### src/rtl/fpc_seq_if.sv
// Handshake bundle between a sample source, the fpc_seq converter and its consumer.
// Input side: in_valid/in_ready/D (two's-complement sample, IN_W = MAN_W + 2**EXP_W bits).
// Output side: out_valid/out_ready qualify S/E/F/sat/rnd_up; slave = converter view, master = driver view.
interface fpc_seq_if #(
    parameter int EXP_W = 3,
    parameter int MAN_W = 4
);
    localparam int IN_W = MAN_W + 2**EXP_W;

    logic             in_valid;
    logic             in_ready;
    logic [IN_W-1:0]  D;
    logic             out_valid;
    logic             out_ready;
    logic             S;
    logic [EXP_W-1:0] E;
    logic [MAN_W-1:0] F;
    logic             sat;
    logic             rnd_up;

    modport master (
        output in_valid, D, out_ready,
        input  in_ready, out_valid, S, E, F, sat, rnd_up
    );

    modport slave (
        input  in_valid, D, out_ready,
        output in_ready, out_valid, S, E, F, sat, rnd_up
    );
endinterface

### src/rtl/fpc_seq.sv
// Two's-complement to sign/exponent/significand converter, normalising one bit per clock.
// Latency: result valid s+2 edges after the accepting edge (s = shifts, 0..E_MAX).
// Backpressure: one sample in flight; in_ready low until the result is taken via out_ready.
// Ports: clk, rst (synchronous, active-high), bus (fpc_seq_if.slave: in_valid/in_ready/D,
//        out_valid/out_ready/S/E/F/sat/rnd_up). All outputs are registered.
module fpc_seq #(
    parameter int EXP_W = 3,
    parameter int MAN_W = 4
) (
    input  logic        clk,
    input  logic        rst,
    fpc_seq_if.slave    bus
);
    localparam int IN_W  = MAN_W + 2**EXP_W;
    localparam int MAG_W = IN_W - 1;
    localparam int E_MAX = 2**EXP_W - 1;
    // Position of the first dropped bit once the magnitude is normalised.
    localparam int R_POS = IN_W - 2 - MAN_W;
    localparam logic [EXP_W-1:0] E_MAX_V = EXP_W'(E_MAX);
    localparam logic [MAN_W-1:0] F_MSB   = MAN_W'(1) << (MAN_W - 1);

    typedef enum logic [1:0] {IDLE, NORM, ROUND, DONE} state_t;

    state_t           state_q;
    logic [MAG_W-1:0] mag_q;
    logic [EXP_W-1:0] ecnt_q;
    logic             sign_q;
    logic             sat_in_q;

    logic             in_ready_q;
    logic             out_valid_q;
    logic             s_q;
    logic [EXP_W-1:0] e_q;
    logic [MAN_W-1:0] f_q;
    logic             sat_q;
    logic             rnd_up_q;

    // Magnitude of the incoming sample.
    logic             is_min_d;
    logic [MAG_W-1:0] neg_low_d;
    logic [MAG_W-1:0] mag_d;

    always_comb begin
        is_min_d  = bus.D[IN_W-1] && (bus.D[MAG_W-1:0] == '0);
        // Any negative value other than the minimum has |D| below 2**MAG_W,
        // so the low bits of the two's-complement negation are the whole magnitude.
        neg_low_d = ~bus.D[MAG_W-1:0] + MAG_W'(1);
        if (is_min_d) begin
            mag_d = '1;
        end else if (bus.D[IN_W-1]) begin
            mag_d = neg_low_d;
        end else begin
            mag_d = bus.D[MAG_W-1:0];
        end
    end

    // Round-to-nearest on the first dropped bit of the normalised magnitude.
    logic [MAN_W-1:0] f_cur_d;
    logic             r_bit_d;
    logic [MAN_W-1:0] f_d;
    logic [EXP_W-1:0] e_d;
    logic             sat_rnd_d;
    logic             rnd_up_d;

    always_comb begin
        f_cur_d   = mag_q[IN_W-2 -: MAN_W];
        r_bit_d   = mag_q[R_POS];
        f_d       = f_cur_d;
        e_d       = ecnt_q;
        sat_rnd_d = 1'b0;
        rnd_up_d  = 1'b0;
        if (r_bit_d) begin
            if (!(&f_cur_d)) begin
                f_d      = f_cur_d + MAN_W'(1);
                rnd_up_d = 1'b1;
            end else if (ecnt_q != E_MAX_V) begin
                // Significand carry-out: renormalise by bumping the exponent.
                f_d      = F_MSB;
                e_d      = ecnt_q + EXP_W'(1);
                rnd_up_d = 1'b1;
            end else begin
                // No exponent headroom left: clamp to the largest code.
                sat_rnd_d = 1'b1;
            end
        end
    end

    always_ff @(posedge clk) begin
        if (rst) begin
            state_q     <= IDLE;
            mag_q       <= '0;
            ecnt_q      <= '0;
            sign_q      <= 1'b0;
            sat_in_q    <= 1'b0;
            in_ready_q  <= 1'b1;
            out_valid_q <= 1'b0;
            s_q         <= 1'b0;
            e_q         <= '0;
            f_q         <= '0;
            sat_q       <= 1'b0;
            rnd_up_q    <= 1'b0;
        end else begin
            unique case (state_q)
                IDLE: begin
                    if (bus.in_valid) begin
                        sign_q     <= bus.D[IN_W-1];
                        mag_q      <= mag_d;
                        sat_in_q   <= is_min_d;
                        ecnt_q     <= E_MAX_V;
                        in_ready_q <= 1'b0;
                        state_q    <= NORM;
                    end
                end
                NORM: begin
                    // Stop at a leading one or when the exponent bottoms out (denormal).
                    if (ecnt_q != '0 && !mag_q[IN_W-2]) begin
                        mag_q  <= {mag_q[MAG_W-2:0], 1'b0};
                        ecnt_q <= ecnt_q - EXP_W'(1);
                    end else begin
                        state_q <= ROUND;
                    end
                end
                ROUND: begin
                    s_q         <= sign_q;
                    e_q         <= e_d;
                    f_q         <= f_d;
                    sat_q       <= sat_in_q | sat_rnd_d;
                    rnd_up_q    <= rnd_up_d;
                    out_valid_q <= 1'b1;
                    state_q     <= DONE;
                end
                DONE: begin
                    if (bus.out_ready) begin
                        out_valid_q <= 1'b0;
                        in_ready_q  <= 1'b1;
                        state_q     <= IDLE;
                    end
                end
                default: begin
                    state_q <= IDLE;
                end
            endcase
        end
    end

    assign bus.in_ready  = in_ready_q;
    assign bus.out_valid = out_valid_q;
    assign bus.S         = s_q;
    assign bus.E         = e_q;
    assign bus.F         = f_q;
    assign bus.sat       = sat_q;
    assign bus.rnd_up    = rnd_up_q;
endmodule

### src/flat_wrapper.sv
// flat-port wrapper written by rule: the top's interface ports become plain ports
module fpc_seq_flat 
#(
    parameter int EXP_W = 3,
    parameter int MAN_W = 4
)
  (clk, rst, bus_in_valid, bus_D, bus_out_ready, bus_in_ready, bus_out_valid, bus_S, bus_E, bus_F, bus_sat, bus_rnd_up);
  fpc_seq_if #(.EXP_W(EXP_W), .MAN_W(MAN_W)) bus_i ();
  input  logic clk;
  input  logic rst;
  input wire logic [$bits(bus_i.in_valid)-1:0] bus_in_valid;
  input wire logic [$bits(bus_i.D)-1:0] bus_D;
  input wire logic [$bits(bus_i.out_ready)-1:0] bus_out_ready;
  output wire logic [$bits(bus_i.in_ready)-1:0] bus_in_ready;
  output wire logic [$bits(bus_i.out_valid)-1:0] bus_out_valid;
  output wire logic [$bits(bus_i.S)-1:0] bus_S;
  output wire logic [$bits(bus_i.E)-1:0] bus_E;
  output wire logic [$bits(bus_i.F)-1:0] bus_F;
  output wire logic [$bits(bus_i.sat)-1:0] bus_sat;
  output wire logic [$bits(bus_i.rnd_up)-1:0] bus_rnd_up;
  assign bus_i.in_valid = bus_in_valid;
  assign bus_i.D = bus_D;
  assign bus_i.out_ready = bus_out_ready;
  assign bus_in_ready = bus_i.in_ready;
  assign bus_out_valid = bus_i.out_valid;
  assign bus_S = bus_i.S;
  assign bus_E = bus_i.E;
  assign bus_F = bus_i.F;
  assign bus_sat = bus_i.sat;
  assign bus_rnd_up = bus_i.rnd_up;
  fpc_seq #(.EXP_W(EXP_W), .MAN_W(MAN_W)) u_core (.clk(clk), .rst(rst), .bus(bus_i));
endmodule
### config.mk
export PLATFORM = sky130hd
export DESIGN_NAME = fpc_seq_flat
export DESIGN_NICKNAME = d
export VERILOG_FILES = /design/src/rtl/fpc_seq_if.sv /design/src/rtl/fpc_seq.sv /design/src/flat_wrapper.sv
export SDC_FILE = /design/constraint.sdc
export NUM_CORES = 1
export LEC_CHECK = 0
export CELL_PAD_IN_SITES_DETAIL_PLACEMENT = 1
export CELL_PAD_IN_SITES_GLOBAL_PLACEMENT = 1
export CORE_MARGIN = 3
export CORE_UTILIZATION = 50
export DETAILED_ROUTE_END_ITERATION = 6
export DONT_BUFFER_PORTS = 1
export MAX_ROUTING_LAYER = met4
export PLACE_DENSITY = 0.93
export SYNTH_ARGS = -nofsm -noshare
export SYNTH_HDL_FRONTEND = slang
export SYNTH_SLANG_ARGS = --single-unit
export TNS_END_PERCENT = 10
### constraint.sdc
create_clock -name clk -period 6.45 [get_ports clk]
set_input_delay 1.6125 -clock clk [delete_from_list [all_inputs] [get_ports clk]]
set_output_delay 1.6125 -clock clk [all_outputs]
set_load 0.02 [all_outputs]
==> results.md <==
* Routed vias/inst at 6.68
* H-tree depth at 2
* Largest net degree at the start of global routing at 31
* Final Cell Area at 1930 µm²
* Post-route ant nets at 0
* P&R area growth vs syn at 4.26%
* RSZ-0062 raised after global routing: false
* I/O Buffers at 0
* Synth warnings at 0
* Initial antenna violation count at 0
* MaxCap Viol Count at 0
* EDFF count, synth at 0
* Initial core utilization at 53.7%
* Die height at 66.8 µm
* Sequential share of the synthesized area at 32.5%
* Clk root buf: clkbuf_8
* Post-synth design cell area at 1850 µm²
* Fin. max-slew vios at 0
* Pleak at 0.673 nW
* Worst vdd ir at 0.280 mV
* Drt total wl at 5160 µm
* Worst setup SP type: input port
* Core Area at 3440 µm²
* Period utilization at 51.0%
* Layout net count at 239
* Total global-route track usage at 26.4%
* Post-DP Area at 1850 µm²
* WL/cell at 19.9 µm
* Worst Skew at 0.00943 ns
* N_diodes at 0
* DRT iter0 DRCs at 134
* Routability-driven placement congestion ratio at 0.817
* Post-Synthesis Net Count at 246
* Slew headroom at 52.7%
* Ys async rst share at 0%
* Vias in the first global route at 1788
* CP endpoint kind: register
* Syn Area/Cell at 8.41 µm²
* Reg2reg end: u_core.ecnt_q[1]
* Hold WC Path Type: reg2reg
* Total CTS buffers at 5
* DR vias at 1731
* Final setup violation count at 0
* Top FF cell, synth: dfxtp_1
* Clk_lat worst skew at 0.29 ns
* Simple-gate share of the synthesized area at 21.2%
* Critical path type: in2reg
* Data arrival, critical path at 3.47 ns
* Clock sink count at 30
* Layout cells sized above 1 at 5.16%
* DRT Pass-1 Iters at 4
* Worst Hold End: u_core.sign_q
* Fmax at 304 MHz
* Outcome: finished clean
* Worst hold path startpoint: u_core.sign_q
* R2r setup slk at 3.84 ns
* Fin crit period at 3.29 ns
* Number of synthesized register bits at 30
* Compound-Gate Fraction of Synth Area at 26.2%
* Multi-input logic area at 1130 µm²
* Global-route wire length before repair at 8690 µm
* Cells after Synth at 220
* # IOs at 28
* Clk slew on worst S/H paths at 0.06 ns
* Final hold viol count at 0
* Multiplexer share of the synthesized area at 5.01%
* Cell Rows at 21
* Power per cell area at 466 nW/µm²
* Post-Synth Adder-Cell Area at 6.77%
* DR DRC count at 0
* CTS tree: done
* Dpl hpwl at 3780 µm
* Hold_buf cts at 0
* Hold Path Stages at 2
* Xor/xnor share of the synthesized area at 1.89%
* Peak fanout along the critical path at 8
* Die X at 66.8 µm
* Post-CTS setup buffers at 0
* Worst-Margin Slew at 0.709 ns
* Sequential Area at 601 µm²
* GRT overflow at 0
* Reg2reg start: u_core.state_q[1]
* Largest family of logic cells by synthesized area: compound AO/OA/AOI/OAI gates
* CTS max path bufs at 2
* R2R cell count at 6
* Synth unique cells at 48
* Full die area at 4460 µm²
* Post-cts sizing count at 0
* TNS Setup at 0 ns
* Layout fillers at 423
* Req. time, crit path at 6.63 ns
-- per-stage QoR --
stage / util, % / std cells / hold WS (ns) / setup WS [ns] / total power, W
after global placement: 53.8 / 252 / 0.438 / 3.10 / 0.000715
after detailed placement: 53.8 / 252 / 0.451 / 2.88 / 0.000754
final: 56.0 / 259 / 0.456 / 3.16 / 0.000899
after CTS: 56.0 / 259 / 0.462 / 3.17 / 0.000895
after global routing: 56.0 / 259 / 0.480 / 3.08 / 0.000970
after floorplan: - / 220 / 0.436 / 3.22 / 0.000648
-- worst max-delay path by stage --
stage / startpoint / to / slack (ns) / cells past startpoint
floorplan: bus_D[0] / u_core.mag_q[4] / 3.22 / 7
global placement: bus_D[0] / u_core.mag_q[4] / 3.10 / 6
detailed placement: bus_D[0] / u_core.mag_q[4] / 2.88 / 6
CTS: bus_D[0] / u_core.mag_q[4] / 3.17 / 6
global route: bus_D[0] / u_core.mag_q[4] / 3.08 / 6
finish: bus_D[0] / u_core.mag_q[4] / 3.16 / 6
-- registers in the layout, indices dropped and copies added, names as in the netlist --
signal,flops
u_core.mag_q,11
u_core.bus.F,4
u_core.bus.E,3
u_core.ecnt_q,3
u_core.state_q,2
u_core.bus.S,1
u_core.bus.in_ready,1
u_core.bus.out_valid,1
u_core.bus.rnd_up,1
u_core.bus.sat,1
u_core.sat_in_q,1
u_core.sign_q,1
-- critical path, cell delays in order --
cell and delay (ns):
inv_1 0.05, ha_1 0.21, or4b_1 0.62, o31ai_4 0.47
nor4_1 0.15, a2111oi_2 0.35
-- Yosys cell counts, types with 2 or more instances --
| master | count | area share, % |
|---|---|---|
| dfxtp_1 | 30 | 32 |
| nor2_1 | 22 | 4.5 |
| inv_1 | 17 | 3.5 |
| a21oi_1 | 14 | 3.8 |
| clkbuf_1 | 12 | 2.4 |
| nand2b_1 | 11 | 3.7 |
| ha_1 | 10 | 6.8 |
| a211oi_1 | 8 | 3.2 |
| nand2_1 | 8 | 1.6 |
| mux2i_1 | 7 | 3.8 |
| o21ai_0 | 6 | 1.6 |
| o32ai_1 | 6 | 2.8 |
| o2111ai_1 | 5 | 2.4 |
| nand3_1 | 4 | 1.1 |
| nand4_1 | 4 | 1.4 |
| nor2b_1 | 4 | 1.4 |
| o311ai_0 | 4 | 1.9 |
| a311oi_1 | 3 | 1.4 |
| nor3_1 | 3 | 0.81 |
| nor3b_1 | 3 | 1.2 |
| xnor2_1 | 3 | 1.4 |
| a22oi_1 | 2 | 0.81 |
| a31oi_1 | 2 | 0.68 |
| buf_2 | 2 | 0.54 |
| mux2_2 | 2 | 1.2 |
| nand3b_1 | 2 | 0.81 |
| nor4_1 | 2 | 0.68 |
| o211ai_1 | 2 | 0.81 |
| o31ai_1 | 2 | 0.81 |
| or4_1 | 2 | 0.81 |
-- cells in the final DEF, fill, tap and decap left out, drive strengths merged, types with 5 or more instances in the layout --
cell type	netlist	final
nor2	22	22
nand2	8	8
clkbuf	12	7
nand2b	11	11
o2111ai	5	5
ha	10	10
inv	17	17
o21ai	6	6
o32ai	6	6
a21oi	14	14
mux2i	7	7
dfxtp	30	30
a211oi	8	8
-- cells by family (layout without fill, tap and decap cells) --
kind of cell               Yosys count  count (layout)
AOI/OAI and AO/OA                   64              64
xor gates and xnor gates             4               4
adders and majority gates           10              10
buffers and inverters               31              24
DFF                                 30              30
muxes                                9               9
and+or+nand+nor                     72              72
-- power by group --
part	internal (W)	switching, W
Sequential	0.000249	0.0000801
Clock	0.0000741	0.0000693
Combinational	0.000155	0.000272
Total	0.000478	0.000421
-- cell type report --
type / count / share of cell area [%]
multi-input combinational: 159 / 58.6
sequential: 30 / 31.1
clock buffer: 7 / 3.96
inverter: 17 / 3.31
tap: 46 / 2.99
-- metal layers --
| layer | vias to the layer above | track usage (%) | routed length [µm] |
|---|---|---|---|
| li1 | 811 | - | - |
| met1 | 844 | 30.2 | 2130 |
| met2 | 58 | 44.7 | 2530 |
| met3 | 18 | 5.23 | 311 |
| met4 | 0 | 11.7 | 182 |
| met5 | - | - | 0 |
No activity file was read; power rests on OpenSTA's default activity.
